## src/rtl/game_controller_n_if.sv

```systemverilog
// Move handshake and board-memory write bus for the turn-sequencing controller.
// The master side is the player/memory environment; the slave side is the controller.
interface game_controller_n_if #(
    parameter int ADDRW = 4,
    parameter int CELLW = 2
);
    logic             move_valid;
    logic [ADDRW-1:0] move_addr;
    logic             move_ack;
    logic             move_nack;
    logic             mem_we;
    logic [ADDRW-1:0] mem_addr;
    logic [CELLW-1:0] mem_data;

    modport master (
        output move_valid, move_addr,
        input  move_ack, move_nack, mem_we, mem_addr, mem_data
    );

    modport slave (
        input  move_valid, move_addr,
        output move_ack, move_nack, mem_we, mem_addr, mem_data
    );
endinterface

```

## src/rtl/game_controller_n.sv

```systemverilog
// Turn-sequencing FSM for N-player board games: clears the board, accepts or rejects
// moves, skips timed-out turns, counts moves and detects a full-board draw.
module game_controller_n #(
    parameter int NPLAYERS = 2,
    parameter int CELLS    = 9,
    parameter int ADDRW    = 4,
    parameter int CELLW    = 2,
    parameter int TIMEOUT  = 0,
    parameter int TOW      = 16,
    localparam int PW      = (NPLAYERS > 2) ? $clog2(NPLAYERS) : 1,
    localparam int CW      = $clog2(CELLS + 1)
) (
    input  logic                   ph1,
    input  logic                   reset,
    input  logic                   start,
    input  logic [PW-1:0]          first_player,
    input  logic [CELLS*CELLW-1:0] board,
    input  logic                   game_done,
    input  logic [CELLW-1:0]       winner,
    game_controller_n_if.slave     mv,
    output logic                   timeout_pulse,
    output logic [PW-1:0]          cur_player,
    output logic [CW-1:0]          move_count,
    output logic [CELLW-1:0]       result,
    output logic [2:0]             state
);

    typedef enum logic [2:0] {
        S_IDLE   = 3'd0,
        S_CLEAR  = 3'd1,
        S_TURN   = 3'd2,
        S_COMMIT = 3'd3,
        S_END    = 3'd4
    } state_t;

    localparam logic [TOW-1:0] TO_LAST = (TIMEOUT == 0) ? '0 : TOW'(TIMEOUT - 1);

    state_t           state_r;
    logic             mem_we_r;
    logic [ADDRW-1:0] mem_addr_r;
    logic [CELLW-1:0] mem_data_r;
    logic             move_ack_r;
    logic             move_nack_r;
    logic             timeout_r;
    logic [PW-1:0]    cur_player_r;
    logic [CW-1:0]    move_count_r;
    logic [CELLW-1:0] result_r;
    logic [TOW-1:0]   timer_r;

    logic [CELLW-1:0] cell_s;
    logic             legal_s;
    logic [PW-1:0]    next_player_s;
    logic             restart_s;

    // Decode the addressed board cell, move legality and the next player in turn order.
    always_comb begin
        cell_s = '0;
        for (int i = 0; i < CELLS; i++) begin
            cell_s = (mv.move_addr == ADDRW'(i)) ? board[i*CELLW +: CELLW] : cell_s;
        end
        legal_s = (mv.move_addr < ADDRW'(CELLS)) && (cell_s == '0);
        if (cur_player_r == PW'(NPLAYERS - 1)) begin
            next_player_s = '0;
        end else begin
            next_player_s = cur_player_r + PW'(1);
        end
        // CLEAR runs to completion; start is honoured everywhere else.
        restart_s = start && (state_r != S_CLEAR);
    end

    // Single-process FSM; every output is registered and pulses default low each cycle.
    always_ff @(posedge ph1 or posedge reset) begin
        if (reset) begin
            state_r      <= S_IDLE;
            mem_we_r     <= 1'b0;
            mem_addr_r   <= '0;
            mem_data_r   <= '0;
            move_ack_r   <= 1'b0;
            move_nack_r  <= 1'b0;
            timeout_r    <= 1'b0;
            cur_player_r <= '0;
            move_count_r <= '0;
            result_r     <= '0;
            timer_r      <= '0;
        end else begin
            mem_we_r    <= 1'b0;
            mem_addr_r  <= '0;
            mem_data_r  <= '0;
            move_ack_r  <= 1'b0;
            move_nack_r <= 1'b0;
            timeout_r   <= 1'b0;
            if (restart_s) begin
                state_r      <= S_CLEAR;
                mem_we_r     <= 1'b1;
                cur_player_r <= first_player;
                move_count_r <= '0;
                result_r     <= '0;
                timer_r      <= '0;
            end else begin
                case (state_r)
                    S_IDLE: begin
                        state_r <= S_IDLE;
                    end
                    S_CLEAR: begin
                        if (mem_addr_r == ADDRW'(CELLS - 1)) begin
                            state_r <= S_TURN;
                        end else begin
                            mem_we_r   <= 1'b1;
                            mem_addr_r <= mem_addr_r + ADDRW'(1);
                        end
                    end
                    S_TURN: begin
                        if (game_done) begin
                            state_r  <= S_END;
                            result_r <= winner;
                        end else if (mv.move_valid && legal_s) begin
                            state_r    <= S_COMMIT;
                            mem_we_r   <= 1'b1;
                            mem_addr_r <= mv.move_addr;
                            mem_data_r <= CELLW'(cur_player_r) + CELLW'(1);
                            move_ack_r <= 1'b1;
                        end else if (mv.move_valid) begin
                            // Rejected move holds the timer so expiry still fires next cycle.
                            move_nack_r <= 1'b1;
                        end else if ((TIMEOUT != 0) && (timer_r == TO_LAST)) begin
                            timeout_r    <= 1'b1;
                            cur_player_r <= next_player_s;
                            timer_r      <= '0;
                        end else begin
                            timer_r <= timer_r + TOW'(1);
                        end
                    end
                    S_COMMIT: begin
                        move_count_r <= move_count_r + CW'(1);
                        cur_player_r <= next_player_s;
                        timer_r      <= '0;
                        if (move_count_r + CW'(1) == CW'(CELLS)) begin
                            state_r  <= S_END;
                            result_r <= '0;
                        end else begin
                            state_r <= S_TURN;
                        end
                    end
                    S_END: begin
                        state_r <= S_END;
                    end
                    default: begin
                        state_r <= S_IDLE;
                    end
                endcase
            end
        end
    end

    assign mv.mem_we     = mem_we_r;
    assign mv.mem_addr   = mem_addr_r;
    assign mv.mem_data   = mem_data_r;
    assign mv.move_ack   = move_ack_r;
    assign mv.move_nack  = move_nack_r;
    assign timeout_pulse = timeout_r;
    assign cur_player    = cur_player_r;
    assign move_count    = move_count_r;
    assign result        = result_r;
    assign state         = state_r;

endmodule

```

## src/flat_wrapper.sv

```systemverilog
// flat-port wrapper written by rule: the top's interface ports become plain ports
module game_controller_n_flat 
#(
    parameter int NPLAYERS = 2,
    parameter int CELLS    = 9,
    parameter int ADDRW    = 4,
    parameter int CELLW    = 2,
    parameter int TIMEOUT  = 0,
    parameter int TOW      = 16,
    localparam int PW      = (NPLAYERS > 2) ? $clog2(NPLAYERS) : 1,
    localparam int CW      = $clog2(CELLS + 1)
)
  (ph1, reset, start, first_player, board, game_done, winner, timeout_pulse, cur_player, move_count, result, state, mv_move_valid, mv_move_addr, mv_move_ack, mv_move_nack, mv_mem_we, mv_mem_addr, mv_mem_data);
  game_controller_n_if #(.ADDRW(ADDRW), .CELLW(CELLW)) mv_i ();
  input  logic ph1;
  input  logic reset;
  input  logic start;
  input  logic [PW-1:0] first_player;
  input  logic [CELLS*CELLW-1:0] board;
  input  logic game_done;
  input  logic [CELLW-1:0] winner;
  output logic timeout_pulse;
  output logic [PW-1:0] cur_player;
  output logic [CW-1:0] move_count;
  output logic [CELLW-1:0] result;
  output logic [2:0] state;
  input wire logic [$bits(mv_i.move_valid)-1:0] mv_move_valid;
  input wire logic [$bits(mv_i.move_addr)-1:0] mv_move_addr;
  output wire logic [$bits(mv_i.move_ack)-1:0] mv_move_ack;
  output wire logic [$bits(mv_i.move_nack)-1:0] mv_move_nack;
  output wire logic [$bits(mv_i.mem_we)-1:0] mv_mem_we;
  output wire logic [$bits(mv_i.mem_addr)-1:0] mv_mem_addr;
  output wire logic [$bits(mv_i.mem_data)-1:0] mv_mem_data;
  assign mv_i.move_valid = mv_move_valid;
  assign mv_i.move_addr = mv_move_addr;
  assign mv_move_ack = mv_i.move_ack;
  assign mv_move_nack = mv_i.move_nack;
  assign mv_mem_we = mv_i.mem_we;
  assign mv_mem_addr = mv_i.mem_addr;
  assign mv_mem_data = mv_i.mem_data;
  game_controller_n #(.NPLAYERS(NPLAYERS), .CELLS(CELLS), .ADDRW(ADDRW), .CELLW(CELLW), .TIMEOUT(TIMEOUT), .TOW(TOW)) u_core (.ph1(ph1), .reset(reset), .start(start), .first_player(first_player), .board(board), .game_done(game_done), .winner(winner), .mv(mv_i), .timeout_pulse(timeout_pulse), .cur_player(cur_player), .move_count(move_count), .result(result), .state(state));
endmodule
```

## config.mk

```make
export PLATFORM = sky130hd
export DESIGN_NAME = game_controller_n_flat
export DESIGN_NICKNAME = d
export VERILOG_FILES = /design/src/rtl/game_controller_n_if.sv /design/src/rtl/game_controller_n.sv /design/src/flat_wrapper.sv
export SDC_FILE = /design/constraint.sdc
export NUM_CORES = 1
export LEC_CHECK = 0
export ABC_AREA = 1
export ABC_CLOCK_PERIOD_IN_PS = 1450
export CAP_MARGIN = 0
export CORE_ASPECT_RATIO = 1.25
export CORE_UTILIZATION = 55
export DETAILED_ROUTE_END_ITERATION = 8
export DONT_BUFFER_PORTS = 1
export PLACE_DENSITY = 0.73
export REMOVE_ABC_BUFFERS = 1
export SLEW_MARGIN = 25
export SYNTH_ARGS = -nofsm -noshare
export SYNTH_HDL_FRONTEND = slang
export SYNTH_SLANG_ARGS = --single-unit
```

## constraint.sdc

```tcl
create_clock -name ph1 -period 1.45 [get_ports ph1]
set_input_delay 0.145 -clock ph1 [delete_from_list [all_inputs] [get_ports ph1]]
set_output_delay 0.145 -clock ph1 [all_outputs]
set_load 0.03 [all_outputs]
```

=== After elaboration in Yosys (flattened, before gate mapping) ===
Index checks and enable logic that the tools add are counted.

* Flip-flop bits (word level): 19
* Bits in latches: 0
* Bits in writable memories: 0
* ROM bits: 0
* Output and inout port bits: 20
* Memories: 0

* Add/subtract/negate cells: 4
* $mul: 0
* Divide/modulo/power cells: 0
* Magnitude comparators: 1
* Equal/unequal tests: 19
* Shifts and indexed selects: 0
* Multiplexer cells: 45
* Bitwise operators: 0
* Reduce and logical (&&, ||, !) cells: 9

{| class="wikitable"
|+ Operator list
! cell !! number
|-
| $mux W2 || 16
|-
| $mux W4 || 6
|-
| $eq A4 B3 Y1 const B || 4
|-
| $mux W3 || 5
|-
| $mux W1 || 14
|-
| $eq A4 B4 Y1 const B || 3
|-
| $pmux W3 S4 || 1
|-
| $ne A3 B1 Y1 const B || 3
|-
| $add A4 B1 Y4 const B || 2
|-
| $eq A4 B2 Y1 const B || 2
|-
| $pmux W4 S2 || 1
|-
| $eq A3 B2 Y1 const B || 2
|-
| $eq A4 B1 Y1 const B || 1
|-
| $logic_not A4 Y1 || 1
|-
| $lt A4 B4 Y1 const B || 1
|-
| $ne A4 B2 Y1 const B || 1
|-
| $pmux W2 S2 || 1
|-
| $eq A3 B1 Y1 const B || 1
|-
| $eq A3 B3 Y1 const B || 1
|-
| $logic_and A1 B1 Y1 || 3
|-
| $ne A3 B2 Y1 const B || 1
|-
| $reduce_and A3 Y1 || 1
|-
| $reduce_bool A3 Y1 || 1
|-
| $add A1 B1 Y2 const B || 1
|-
| other kinds (5) || 5
|}

=== Longest topological paths before layout ===
* Depth in word-level cells: 17
* Depth in mapped cells: 15

=== Worst setup path after synthesis ===
OpenSTA, ideal clock, no wires.

* Path type: register -> register
* From: reg u_core.state_r[0], in the netlist u_core.state[0]
* To: reg u_core.mem_data_r[0], in the netlist u_core.mv.mem_data[0]
* Data arrival time: 1633 ps
* Data required time: 1376 ps
* Path slack: -256 ps
* Cell stages (with the launch flop): 11
* Buffers on the path: 0
* Clock period less this slack: 1706 ps
* Path through: dfrtp_1 inv_1 nor3_1 inv_1 nand2_2 inv_1 nor2_1 inv_1 nor2_4 inv_2 nor2_1

* Longest elaborated chain between the ends: 3

{| class="wikitable"
|+ Ends and longest elaborated chain
! element !! RTL line !! source
|-
| from (decl) || game_controller_n.sv:38 || <nowiki>state_t state_r;</nowiki>
|-
| from (signal assigned) || game_controller_n.sv:74 || <nowiki>state_r <= S_IDLE;</nowiki>
|-
| from (signal assigned) || game_controller_n.sv:93 || <nowiki>state_r <= S_CLEAR;</nowiki>
|-
| from (signal assigned) || game_controller_n.sv:102 || <nowiki>state_r <= S_IDLE;</nowiki>
|-
| $eq A3 B2 Y1 or $ne A3 B1 Y1 (tied branches) || -- ||
|-
| $mux W2 or $logic_and A1 B1 Y1 (tied branches) || game_controller_n.sv:100, game_controller_n.sv:68 ||
|-
| $mux W2 * || game_controller_n.sv:92 || <nowiki>if (restart_s) begin</nowiki>
|-
| to (signal assigned) || game_controller_n.sv:120 || <nowiki>mem_data_r <= CELLW'(cur_player_r) + CELLW'(1);</nowiki>
|-
| to (decl) || game_controller_n.sv:41 || <nowiki>logic [CELLW-1:0] mem_data_r;</nowiki>
|}

Mark *: on every way between the ends. The rest lies on a longest branch, timed or not.
A chain may end at the register's enable or synchronous reset.

=== Worst setup path in the final report ===
* From: reg u_core.state_r[2], in the netlist u_core.state[2]
* To: reg u_core.state_r[1], in the netlist u_core.state[1]

* Longest elaborated chain between the ends: 4

{| class="wikitable"
|+ Ends and longest elaborated chain
! element !! RTL line !! source
|-
| $ne A3 B1 Y1 || game_controller_n.sv:68 || <nowiki>restart_s = start && (state_r != S_CLEAR);</nowiki>
|-
| $logic_and A1 B1 Y1 || game_controller_n.sv:68 ||
|-
| $ne A4 B2 Y1 (no source line) or $ne A3 B1 Y1 (tied branches) || -- ||
|-
| $reduce_and A2 Y1 (no source line) || -- ||
|}

Parallel ways exist; a longest one is shown, timed or not.

==> impl_metrics.py <==
metrics = {
    "global_routing": {
        "grt_usage_pct": 23.3,
        "grt_overflow": 0,
        "grt_pass1_vias": 1025,
        "antenna_found_initial": 0,
        "grt_start_max_net_pins": 20,
        "grt_pass1_wl_um": 3950,
    },
    "timing": {
        "fin_ws_ns": 0.0286,
        "finalSetupViolations": 0,
        "rsz0062_at_grt": "true",
        "worstMarginPinSlew_ns": 0.724,
        "period_minus_slack_ns": 1.42,
        "max_freq_mhz": 704,
        "slew_headroom_pct": 51.7,
        "final_hold_viol_count": 0,
        "maxSlewViolCount": 0,
        "fin_skew_ns": 0.00102,
        "fin_crit_sh_pct": 98.0,
    },
    "cts": {
        "numCtsBuffers": 3,
        "ctsLongestPathBuffers": 2,
        "cts.sinks": 19,
        "cts_tree": "built",
        "clk_pin_slew_ns": 0.11,
        "cts_htree_levels": 1,
        "clk_latency_ns": 0.29,
        "ctsRootBufferMaster": "clkbuf_4",
    },
    "floorplanning": {
        "design.core.area_mm2": 0.00196,
        "pin_count": 50,
        "die_w_um": 42.7,
        "rows": 18,
        "start_util_pct": 58.0,
        "die_area_mm2": 0.00225,
        "die_h_um": 52.8,
    },
    "drt": {
        "drtIter0Drc": 15,
        "wl_um": 2640,
        "drt_pass1_iterations": 4,
        "viasPerCell": 5.39,
        "post-route-drc-count": 0,
        "wl_per_cell_um": 12.9,
        "via_count": 1100,
        "antenna_left": 0,
    },
    "pwr": {
        "total_power_mw": 2.42,
        "power_density_mw_per_mm2": 1590,
        "vdd_drop_max_uv": 1100,
        "p_leak_nw": 0.779,
    },
    "placement": {
        "placed_cells": 189,
        "pre_cts_ws_ns": -0.0436,
        "io_buffers": 0,
        "dp_hpwl_um": 1900,
        "gp_congestion": 0.824,
    },
    "finish": {
        "layout_commonest_cell": "nand2_1",
        "final_cell_mix": "nand2_1 (22), inv_1 (20), buf_4 (20)",
        "fill_cells": 140,
        "final_nets": 219,
        "fin_util_pct": 77.6,
        "diodes": 0,
        "syn2layout_area_growth_pct": 33.7,
        "instances_no_fill": 204,
        "drive_above_1_share_pct": 32.6,
    },
    "yosys": {
        "ys_warn_count": 0,
        "synth_cell_types": 27,
        "ys_ff_latch": 19,
        "syn_area_per_cell_um2": 7.63,
        "synth_cells": 149,
        "netlist_area_mm2": 0.00114,
        "seq_area_frac_synth_pct": 41.8,
    },
    "worst_setup_path": {
        "crit_buf_inv": 4,
        "path_max_fanout": 4,
        "critPathMaxStageDelay_ns": 0.44,
        "r2r_start": "u_core.state[2]",
        "cp_top_family": "flip-flops",
        "cp-end-kind": "register",
        "crit_chain": "inv_2 -> nand2_2 -> nor2_2 -> inv_1 -> nor2_2 -> inv_2 -> buf_6 -> o211ai_1 -> nand2_1 -> o21ai_1",
        "required_ns": 1.68,
        "slowest_stage": "dfrtp_1",
        "startpoint_type": "register",
        "r2r_cells": 10,
        "crit_arrival_ns": 1.65,
        "rrSetupSlack_ns": 0.03,
        "criticalPathCategory": "reg -> reg",
        "r2r_end": "u_core.state[1]",
        "crit_start": "u_core.state[2]",
    },
    "min_path": {
        "holdPathStages": 2,
        "hold_end": "u_core.mv.mem_addr[2]",
        "hold_start": "mv_move_addr[2]",
        "hp-class": "in -> reg",
    },
    "status": {
        "status": "finished clean",
    },
    "flow_run": {
        "drv_cap": 0,
    },
}
[what timing repair did]
item                                    4_1_cts  5_1_grt
endpoints found under the hold margin        26        2
endpoints found under the setup margin        5       12
pin swaps                                     1       14
buffers inserted                              0        3
gates resized for setup                       5       25
hold buffers                                  7        2
[cell families after synthesis]
logic type               share of synthesized area [%]
AND/OR/NAND/NOR                                   30.3
XOR/XNOR                                          3.08
AO/OA/AOI/OAI                                     10.2
adder cells (fa/ha/maj)                           4.40
flip-flops                                        41.8
other                                            0.330
buffers and inverters                             9.90
[cell usage after synthesis (all sizes together)]
cell    instances  area, µm²
a211oi          1       7.51
a21o            1       7.51
a21oi           7       35.0
a31oi           1       6.26
buf             1       7.51
conb            1       3.75
dfrtp          19        475
ha              4       50.1
inv            28        105
nand2          30        133
nand3           9       45.0
nand3b          2       15.0
nand4           4       25.0
nor2           22       92.6
nor3            2       10.0
o211ai          3       22.5
o21ai           6       30.0
o31ai           1       7.51
or2             1       6.26
or3             1       6.26
or4             1       11.3
xor2            4       35.0
[power breakdown]
group          total (mW)  switching [mW]  internal, mW
clock network       0.265           0.163         0.103
registers           0.876           0.213         0.663
logic                1.27           0.741         0.534
[how the worst max path moves through the flow]
stage,end,slack (ns),depth (start not counted)
5_1_grt,u_core.mv.mem_data[1],-0.08,11
2_1_floorplan,u_core.mv.mem_data[0],-0.26,10
3_3_place_gp,u_core.result[0],-0.02,7
3_5_place_dp,u_core.result[1],-0.04,7
4_1_cts,u_core.result[1],0.0001,7
6_report,u_core.state[1],0.03,10
[stage by stage]
stage | instance area (µm²) | hold slack, ns | TNS (ns)
2_1_floorplan | 1130 | 0.0961 | -1.37
3_3_place_gp | 1310 | 0.185 | -0.0249
3_5_place_dp | 1310 | 0.186 | -0.0970
4_1_cts | 1430 | 0.00120 | 0
5_1_grt | 1520 | 0.00531 | -0.541
6_report | 1520 | 0.0118 | 0
[state kept, by name, indices dropped and copies added, names as in the netlist]
name / flops
u_core.mv.mem_we: 1
u_core.mv.move_ack: 1
u_core.mv.move_nack: 1
u_core.result: 2
u_core.mv.mem_data: 2
u_core.move_count: 4
u_core.cur_player: 1
u_core.state: 3
u_core.mv.mem_addr: 4
[per-layer routing]
metal / part of all wire, % / up-vias / global-route usage [%]
li1: - / 543 / -
met1: 38 / 509 / 22.9
met2: 57 / 44 / 47.0
met3: 4.0 / 4 / 3.79
met4: 1.2 / 0 / 9.38
met5: 0 / - / 0
[cell type report]
cell class / count / area (µm²) / share of cell area (%)
Multi-Input combinational cell: 101 / 613 / 40.3
Sequential cell: 19 / 475 / 31.3
Timing Repair Buffer: 32 / 274 / 18.0
Inverter: 28 / 105 / 6.91
Tap cell: 20 / 25.0 / 1.65
Clock buffer: 3 / 22.5 / 1.48
Clock inverter: 1 / 5.00 / 0.329
No activity file was read; power rests on OpenSTA's default activity.
